==> src/rtl/riscv_pkg.sv <==
// Shared fetch-side definitions.
//   XLEN / INSTR_BYTES : architectural widths used for PC arithmetic
//   fetch_state_e      : fetch unit control state
//   fetch_entry_t      : one queued instruction {pc, instr}
package riscv_pkg;
  localparam int XLEN        = 32;
  localparam int INSTR_BYTES = 4;

  typedef enum logic [1:0] {
    ST_IDLE  = 2'd0,
    ST_RUN   = 2'd1,
    ST_HALT  = 2'd2,
    ST_FAULT = 2'd3
  } fetch_state_e;

  typedef struct packed {
    logic [XLEN-1:0] pc;
    logic [XLEN-1:0] instr;
  } fetch_entry_t;
endpackage

==> src/rtl/fetch_fifo.sv <==
// Two-entry {pc, instr} queue between fetch and the consumer.
//   clk, rst   : clock, synchronous active-high reset
//   flush      : drop all entries (wins over push/pop)
//   push/pop   : enqueue push_data / dequeue head; a push into a full queue
//                is accepted only when a pop frees a slot in the same cycle
//   head       : oldest entry (meaningful when !empty)
//   count/empty/full : occupancy
module fetch_fifo
  import riscv_pkg::*;
(
  input  logic         clk,
  input  logic         rst,
  input  logic         flush,
  input  logic         push,
  input  fetch_entry_t push_data,
  input  logic         pop,
  output fetch_entry_t head,
  output logic [1:0]   count,
  output logic         empty,
  output logic         full
);
  fetch_entry_t slots [2];
  logic         rd_ptr, wr_ptr;
  logic         do_push, do_pop;

  assign empty   = (count == 2'd0);
  assign full    = (count == 2'd2);
  assign do_pop  = pop && !empty;
  assign do_push = push && (!full || do_pop);
  assign head    = slots[rd_ptr];

  always_ff @(posedge clk) begin
    if (rst || flush) begin
      count  <= 2'd0;
      rd_ptr <= 1'b0;
      wr_ptr <= 1'b0;
    end else begin
      if (do_push) wr_ptr <= ~wr_ptr;
      if (do_pop)  rd_ptr <= ~rd_ptr;
      count <= count + {1'b0, do_push} - {1'b0, do_pop};
    end
  end

  // Payload storage needs no reset; occupancy alone decides validity.
  always_ff @(posedge clk) begin
    if (!rst && !flush && do_push) slots[wr_ptr] <= push_data;
  end
endmodule

==> src/rtl/fetch_unit.sv <==
// Instruction fetch front end: walks a combinational instruction memory from
// RESET_PC, buffers fetched words in a 2-entry queue and hands them out with a
// valid/ready handshake. Redirects flush the queue and retarget the PC; a
// misaligned target parks the unit in FAULT.
//   clk, rst                 : clock, synchronous active-high reset
//   start                    : leave IDLE and begin fetching
//   imem_addr / imem_data    : combinational instruction memory port
//   out_valid/ready/instr/pc : instruction output handshake
//   redirect_valid/pc        : branch/jump retarget (ignored in IDLE)
//   halted, fault, fault_pc  : terminal state status
module fetch_unit
  import riscv_pkg::*;
#(
  parameter logic [XLEN-1:0] RESET_PC  = 32'h0000_0000,
  parameter int unsigned     MEM_BYTES = 80   // multiple of INSTR_BYTES
) (
  input  logic            clk,
  input  logic            rst,
  input  logic            start,
  output logic [XLEN-1:0] imem_addr,
  input  logic [XLEN-1:0] imem_data,
  output logic            out_valid,
  input  logic            out_ready,
  output logic [XLEN-1:0] out_instr,
  output logic [XLEN-1:0] out_pc,
  input  logic            redirect_valid,
  input  logic [XLEN-1:0] redirect_pc,
  output logic            halted,
  output logic            fault,
  output logic [XLEN-1:0] fault_pc
);
  fetch_state_e    state_q, state_d;
  logic [XLEN-1:0] pc_q;
  logic [XLEN-1:0] fault_pc_q;

  logic            redir, redir_ok, in_bound;
  logic            push, pop;
  logic            q_empty, q_full;
  logic [1:0]      q_count;
  fetch_entry_t    q_head, q_in;

  // Redirects only mean something once fetching has been started.
  assign redir    = redirect_valid && (state_q != ST_IDLE);
  assign redir_ok = (redirect_pc[1:0] == 2'b00);

  // 33-bit compare so a PC near 2^32 cannot wrap past the bound.
  assign in_bound = ({1'b0, pc_q} + 33'(INSTR_BYTES)) <= 33'(MEM_BYTES);

  // Redirect owns the cycle: no pop is counted, no push happens.
  assign pop  = !q_empty && out_ready && !redir;
  assign push = (state_q == ST_RUN) && !redir && in_bound && (!q_full || pop);

  assign q_in.pc    = pc_q;
  assign q_in.instr = imem_data;

  fetch_fifo u_fifo (
    .clk       (clk),
    .rst       (rst),
    .flush     (redir),
    .push      (push),
    .push_data (q_in),
    .pop       (pop),
    .head      (q_head),
    .count     (q_count),
    .empty     (q_empty),
    .full      (q_full)
  );

  assign imem_addr = pc_q;
  assign out_valid = !q_empty;
  assign out_instr = q_head.instr;
  assign out_pc    = q_head.pc;
  assign halted    = (state_q == ST_HALT);
  assign fault     = (state_q == ST_FAULT);
  assign fault_pc  = fault_pc_q;

  always_ff @(posedge clk) begin
    if (rst) state_q <= ST_IDLE;
    else     state_q <= state_d;
  end

  always_comb begin
    state_d = state_q;
    case (state_q)
      ST_IDLE: if (start) state_d = ST_RUN;
      ST_RUN: begin
        if (redir)          state_d = redir_ok ? ST_RUN : ST_FAULT;
        else if (!in_bound) state_d = ST_HALT;
      end
      ST_HALT, ST_FAULT: begin
        if (redir) state_d = redir_ok ? ST_RUN : ST_FAULT;
      end
      default: state_d = ST_IDLE;
    endcase
  end

  always_ff @(posedge clk) begin
    if (rst) begin
      pc_q       <= RESET_PC;
      fault_pc_q <= '0;
    end else begin
      if (redir && redir_ok)  pc_q <= redirect_pc;
      else if (push)          pc_q <= pc_q + XLEN'(INSTR_BYTES);
      // Misaligned target leaves pc alone and records the culprit.
      if (redir && !redir_ok) fault_pc_q <= redirect_pc;
    end
  end
endmodule

==> config.mk <==
export PLATFORM = sky130hd
export DESIGN_NAME = fetch_unit
export DESIGN_NICKNAME = d
export VERILOG_FILES = /design/src/rtl/riscv_pkg.sv /design/src/rtl/fetch_fifo.sv /design/src/rtl/fetch_unit.sv
export SDC_FILE = /design/constraint.sdc
export NUM_CORES = 1
export LEC_CHECK = 0
export CAP_MARGIN = 20
export CORE_UTILIZATION = 53
export DETAILED_ROUTE_END_ITERATION = 12
export GPL_ROUTABILITY_DRIVEN = 0
export PLACE_DENSITY = 0.94
export SLEW_MARGIN = 20
export SYNTH_ARGS = -nofsm -noshare
export SYNTH_HDL_FRONTEND = slang
export SYNTH_SLANG_ARGS = --single-unit
==> constraint.sdc <==
create_clock -name clk -period 7.95 [get_ports clk]
set_input_delay 2.385 -clock clk [delete_from_list [all_inputs] [get_ports clk]]
set_output_delay 2.385 -clock clk [all_outputs]
set_load 0.005 [all_outputs]
==> results of run 1 <==
## final cells by class
cell class	count	area (um^2)	area share
clock buffers	18	429.2	0.04025
clock inverters	14	178.9	0.01678
multi-input cells	388	2522	0.2366
flip-flops and latches	199	5266	0.4939
well taps	184	230.2	0.02159
repair buffers	204	2024	0.1899
inverters	3	11.26	0.001056
## worst min-delay path: stages (launching register included)
cell,delay (ns)
dfxtp_1,0.31
nand2_1,0.05
a21oi_1,0.05
## synth_stat cells, types with 6 or more instances
cell type and number:
xnor2_1 13, nor3_1 9, clkbuf_1 27, or3_1 6, nand4_1 7, edfxtp_1 128
nand2_1 120, nor2_1 16, nand3_1 13, dfxtp_1 71, and3_1 7, o21ai_0 8
a21oi_1 63, mux2_2 64
## cells by family (layout without fill, tap and decap cells)
| group | count (synthesis) | count (layout) | synth area share |
|---|---|---|---|
| fa+ha+maj | 3 | 3 | 0.004760 |
| compound gates | 96 | 96 | 0.06981 |
| buf+inv | 35 | 239 | 0.01745 |
| mux | 68 | 68 | 0.09646 |
| xor+xnor | 14 | 14 | 0.01555 |
| flops | 199 | 199 | 0.6676 |
| simple gates | 207 | 207 | 0.1284 |
## report_power, final
part | total, W | switching, W | internal (W)
Sequential | 0.00115 | 0.0000270 | 0.00113
Clock | 0.000885 | 0.000361 | 0.000524
Combinational | 0.000245 | 0.000107 | 0.000138
## stage by stage
stage / utilization / area, um^2 / total power [W]
floorplan: - / 7886 / 0.001281
global placement: 0.6905 / 10040 / 0.001411
detailed placement: 0.6910 / 10040 / 0.001418
CTS: 0.7329 / 10650 / 0.002295
global route: 0.7336 / 10660 / 0.002366
finish: 0.7336 / 10660 / 0.002284
## flip-flops by register name, summed over array words and instances (netlist names), named ones only
signal	cells
state_q	2
u_fifo.slots	128
fault_pc	32
u_fifo.count	2
u_fifo.rd_ptr	1
imem_addr	32
u_fifo.wr_ptr	1
## worst max-delay path by stage
stage	end	slack, ns	depth (start not counted)
after floorplan	u_fifo.slots[0][0]	1.76	6
after global placement	u_fifo.slots[1][14]	2.78	7
after detailed placement	u_fifo.slots[1][14]	2.69	7
after CTS	u_fifo.slots[1][21]	3.06	7
after global routing	out_pc[16]	3.14	3
final	out_pc[13]	3.27	3
## routing by layer
metal	vias up	GRT usage	routed length [um]
li1	2666	-	-
met1	2702	0.2997	7380
met2	236	0.3795	8513
met3	36	0.07189	1507
met4	0	0.09375	441
met5	-	0	0
==> impl_metrics.json, run 1 <==
{
  "run_status": "finished, final reports clean",
  "syn_area_per_cell_um2": 12.68,
  "post-synth-top-area-cell": "edfxtp_1",
  "reg2regPathDepth": 9,
  "finalWirelength_mm": 17.84,
  "critPathTopFamily": "buffers and inverters",
  "ys_types": 44,
  "timing.reg2reg.setup_slack_ns": 3.53,
  "clock.fmax_mhz": 213.8,
  "cts_tree": "done",
  "initial_utilization": 0.5426,
  "layout_common_cells": "198 x clkdlybuf4s50_1, 128 x edfxtp_1, 119 x nand2_1",
  "max_stage_delay_ns": 0.63,
  "wl_per_cell_um": 17.67,
  "synth.ff_latch_count": 199,
  "dp_hpwl_mm": 11.85,
  "global_route_congestion_overflow_total": 0,
  "htree_num_levels": 4,
  "layout-drive-gt1-share": 0.1380,
  "fin_hold_ws_ns": 0.4549,
  "floorplan_row_count": 44,
  "die_height_um": 124.0,
  "final_max_slew_viol_count": 0,
  "timing.critical_path.from_type": "flop",
  "synth.yosys.warnings": 0,
  "post-route-min-period_ns": 4.676,
  "antenna_found_initial": 0,
  "critical_path_peak_fanout": 64,
  "required_ns": 5.57,
  "worstReg2RegEnd": "u_fifo.slots[1][63]",
  "port_buffers": 199,
  "grt_pass1_wl_mm": 27.28,
  "static-leakage-power_nw": 3.620,
  "grt_start_max_net_pins": 71,
  "setup_viol": 0,
  "synth_fp_nets": 694,
  "ios": 200,
  "number_of_design_rule_violations_left_by_the_first_detailed_router_iteration": 495,
  "synth-async-reset-ratio": 0,
  "power_density_mw_per_mm2": 214.2,
  "design.die.area_mm2": 0.01537,
  "fp.coreArea_mm2": 0.01453,
  "cts-hold-fix-buffers": 0,
  "number_of_remaining_drc_errors": 0,
  "postSynthCellCount": 622,
  "horizontal_die_dimension_um": 124.0,
  "setup.worst_path.end_class": "output pin",
  "postRouteAntennaNets": 0,
  "n_fill_cell": 956,
  "setup_ws_ns": 3.274,
  "min_delay_worst_endpoint": "fault_pc[6]",
  "cts_resized": 0,
  "post_cts_repair_timing_setup_buffer_count": 0,
  "cts.path.max_buffers": 2,
  "final_common_cell": "clkdlybuf4s50_1",
  "post-route-period-util": 0.5882,
  "count_of_flip_flops_with_a_built_in_enable_after_synthesis": 128,
  "hold_path_class": "flop to flop",
  "cts.sinks": 199,
  "grt_setup_unrepaired": "no",
  "synth.area.top_cells": "edfxtp_1 49%, dfxtp_1 18%, mux2_2 9.1%, nand2_1 5.7%, a21oi_1 4.0%",
  "timing_worst_slew_pin_value_ns": 0.8506,
  "design.final.nets": 885,
  "dpl.cell_count": 978,
  "clk_pin_slew_ns": 0.07,
  "clk_root_buffer_cell": "clkbuf_16",
  "number_of_hold_violations_in_the_final_report": 0,
  "worst_r2r_startpoint": "imem_addr[2]",
  "worstPathArrival_ns": 2.29,
  "cp.buffers_inverters": 2,
  "drt_pre_antenna_iters": 6,
  "synthDominantCellAreaShare": 0.4874,
  "timing.hold.worst_path_depth": 2,
  "route.vias.total": 5640,
  "antennaDiodeCount": 0,
  "drv_cap": 0,
  "flow.area_growth_from_synthesis_pct": 35.21,
  "final.setup_skew_ns": 0.009658,
  "timing.slew.headroom": 0.4329,
  "synth_area_mm2": 0.007886,
  "timing.setup.tns_ns": 0,
  "crit_type": "flop to output pin",
  "synth_sequential_area_ratio": 0.6676,
  "layout.cells.non_filler": 1010,
  "vias_per_cell": 5.584,
  "critPathSlowestCell": "buf_4",
  "worstPathCellList": "buf_4 -> mux2_2 -> clkdlybuf4s50_1",
  "grt_pass1_vias": 5417,
  "numCtsBuffers": 17,
  "gr-usage-all-layers": 0.2363,
  "hold_start": "fault_pc[6]",
  "vdd_ir_drop_max_v": 0.0001499,
  "pre_cts_slack_ns": 2.693,
  "ys.flop_type": "edfxtp_1",
  "clock_insertion_delay_worst_skew_ns": 0.42
}
Power figures use the tool's default switching activity.
==> run 2, diff against run 1 <==
Settings changed: CORE_UTILIZATION 53 to 44, PLACE_DENSITY 0.94 to 0.85.
Clock period 7.95 ns to 3.8 ns, I/O delays scaled along.
==> impl_metrics.json, run 2 (synthesis results as in run 1) <==
{
  "ios": 200,
  "number_of_design_rule_violations_left_by_the_first_detailed_router_iteration": 275,
  "number_of_hold_violations_in_the_final_report": 0,
  "final_max_slew_viol_count": 0,
  "largest_register_ff_count": 128,
  "vias_per_cell": 5.292,
  "postRouteAntennaNets": 0,
  "finalWirelength_mm": 18.61,
  "design.die.area_mm2": 0.01846,
  "gr-usage-all-layers": 0.2028,
  "critical_path_peak_fanout": 22,
  "drv_cap": 0,
  "route.vias.total": 5647,
  "setup_viol": 0,
  "final.setup_skew_ns": 0.01304,
  "timing_worst_slew_pin_value_ns": 0.7155,
  "static-leakage-power_nw": 3.716,
  "clk_pin_slew_ns": 0.08,
  "design.final.nets": 901,
  "flow.area_growth_from_synthesis_pct": 38.06,
  "dp_hpwl_mm": 12.98,
  "timing.slew.headroom": 0.5230,
  "post_place_instance_area_mm2": 0.01026,
  "crit_type": "flop to flop",
  "required_ns": 3.93,
  "htree_num_levels": 4,
  "setup.worst_path.end_class": "flop",
  "timing.setup.tns_ns": 0,
  "critical_path.most_common_cell": "nor4_2",
  "clk_root_buffer_cell": "clkbuf_16",
  "drt_pre_antenna_iters": 5,
  "grt_pass1_wl_mm": 28.41,
  "critPathSlowestCell": "nor4_2",
  "cts_tree": "done",
  "pre_cts_slack_ns": 0.3246,
  "clock.fmax_mhz": 284.5,
  "cts-hold-fix-buffers": 0,
  "registers.top_by_ff_count": "u_fifo.slots",
  "cts_resized": 0,
  "number_of_remaining_drc_errors": 0,
  "cp.buffers_inverters": 1,
  "numCtsBuffers": 17,
  "port_buffers": 199,
  "fin_area_mm2": 0.01089,
  "run_status": "finished, final reports clean",
  "setup_ws_ns": 0.2853,
  "critPathTopFamily": "simple AND/OR/NAND/NOR gates",
  "layout_common_cells": "198 x clkdlybuf4s50_1, 128 x edfxtp_1, 120 x nand2_1",
  "initial_utilization": 0.4528,
  "worstPathCellList": "nand4_4 -> nor4_2 -> xnor2_1 -> a31oi_1 -> nor4_2 -> and3_1 -> and3_4 -> buf_4",
  "timing.critical_path.from_type": "flop",
  "post-route-period-util": 0.9249,
  "worstPathArrival_ns": 3.65,
  "hold_path_class": "flop to flop",
  "antenna_found_initial": 0,
  "vdd_ir_drop_max_v": 0.0003157,
  "post-route-min-period_ns": 3.515,
  "power_density_mw_per_mm2": 444.2,
  "grt_start_max_net_pins": 70,
  "post_cts_repair_timing_setup_buffer_count": 0,
  "max_stage_delay_ns": 0.56,
  "clock_insertion_delay_worst_skew_ns": 0.43,
  "wl_per_cell_um": 17.44,
  "fp.coreArea_mm2": 0.01742,
  "antennaDiodeCount": 0,
  "final_common_cell": "clkdlybuf4s50_1",
  "global_route_congestion_overflow_total": 0,
  "grt_pass1_vias": 5432,
  "cts.path.max_buffers": 2,
  "grt_setup_unrepaired": "no",
  "layout-drive-gt1-share": 0.1544,
  "cts.sinks": 199,
  "horizontal_die_dimension_um": 135.9,
  "fin_hold_ws_ns": 0.4569,
  "floorplan_row_count": 48,
  "die_height_um": 135.9
}
==> run 2: worst min-delay path, cell delays in order, from the launching register on <==
cell,delay [ns]
dfxtp_1,0.31
nand2_1,0.05
a21oi_1,0.05
==> run 2: cell type report <==
type                    count  area (um^2)
fillers                  1362         6529
inverters                   3        11.26
flip-flops and latches    199         5269
clock buffers              19        432.9
clock inverters            13        191.4
repair buffers            220         2195
multi-input cells         388         2507
well taps                 225        281.5
==> run 2: worst paths after layout <==
path | start | cells after the start | slack (ns) | to
setup / recovery | imem_addr[6] | 8 | 0.29 | u_fifo.slots[1][40]
hold / removal | fault_pc[3] | 2 | 0.46 | fault_pc[3]
setup reg to reg | imem_addr[6] | 8 | 0.29 | u_fifo.slots[1][40]
hold reg to reg | fault_pc[3] | 2 | 0.46 | fault_pc[3]
==> run 2: stage by stage <==
stage | std cells | util | power, W
6_report | 1067 | 0.6251 | 0.004836
5_1_grt | 1067 | 0.6251 | 0.005014
4_1_cts | 1067 | 0.6251 | 0.004885
3_5_place_dp | 1035 | 0.5893 | 0.002986
3_3_place_gp | 1035 | 0.5893 | 0.002973
2_1_floorplan | 622 | - | 0.002678
==> run 2: where the power goes <==
| group | switching (W) | total, W | internal [W] |
|---|---|---|---|
| registers | 0.0000518 | 0.00241 | 0.00236 |
| logic | 0.000228 | 0.000529 | 0.000301 |
| clock network | 0.000787 | 0.00190 | 0.00111 |
| total | 0.00107 | 0.00484 | 0.00377 |
==> run 2: routing by layer <==
metal / wire length, um / up-vias / GRT usage
met5: 0 / - / 0
met4: 359 / 0 / 0.07778
met3: 1423 / 24 / 0.05705
met2: 8790 / 211 / 0.3220
met1: 8034 / 2725 / 0.2629
li1: - / 2687 / -
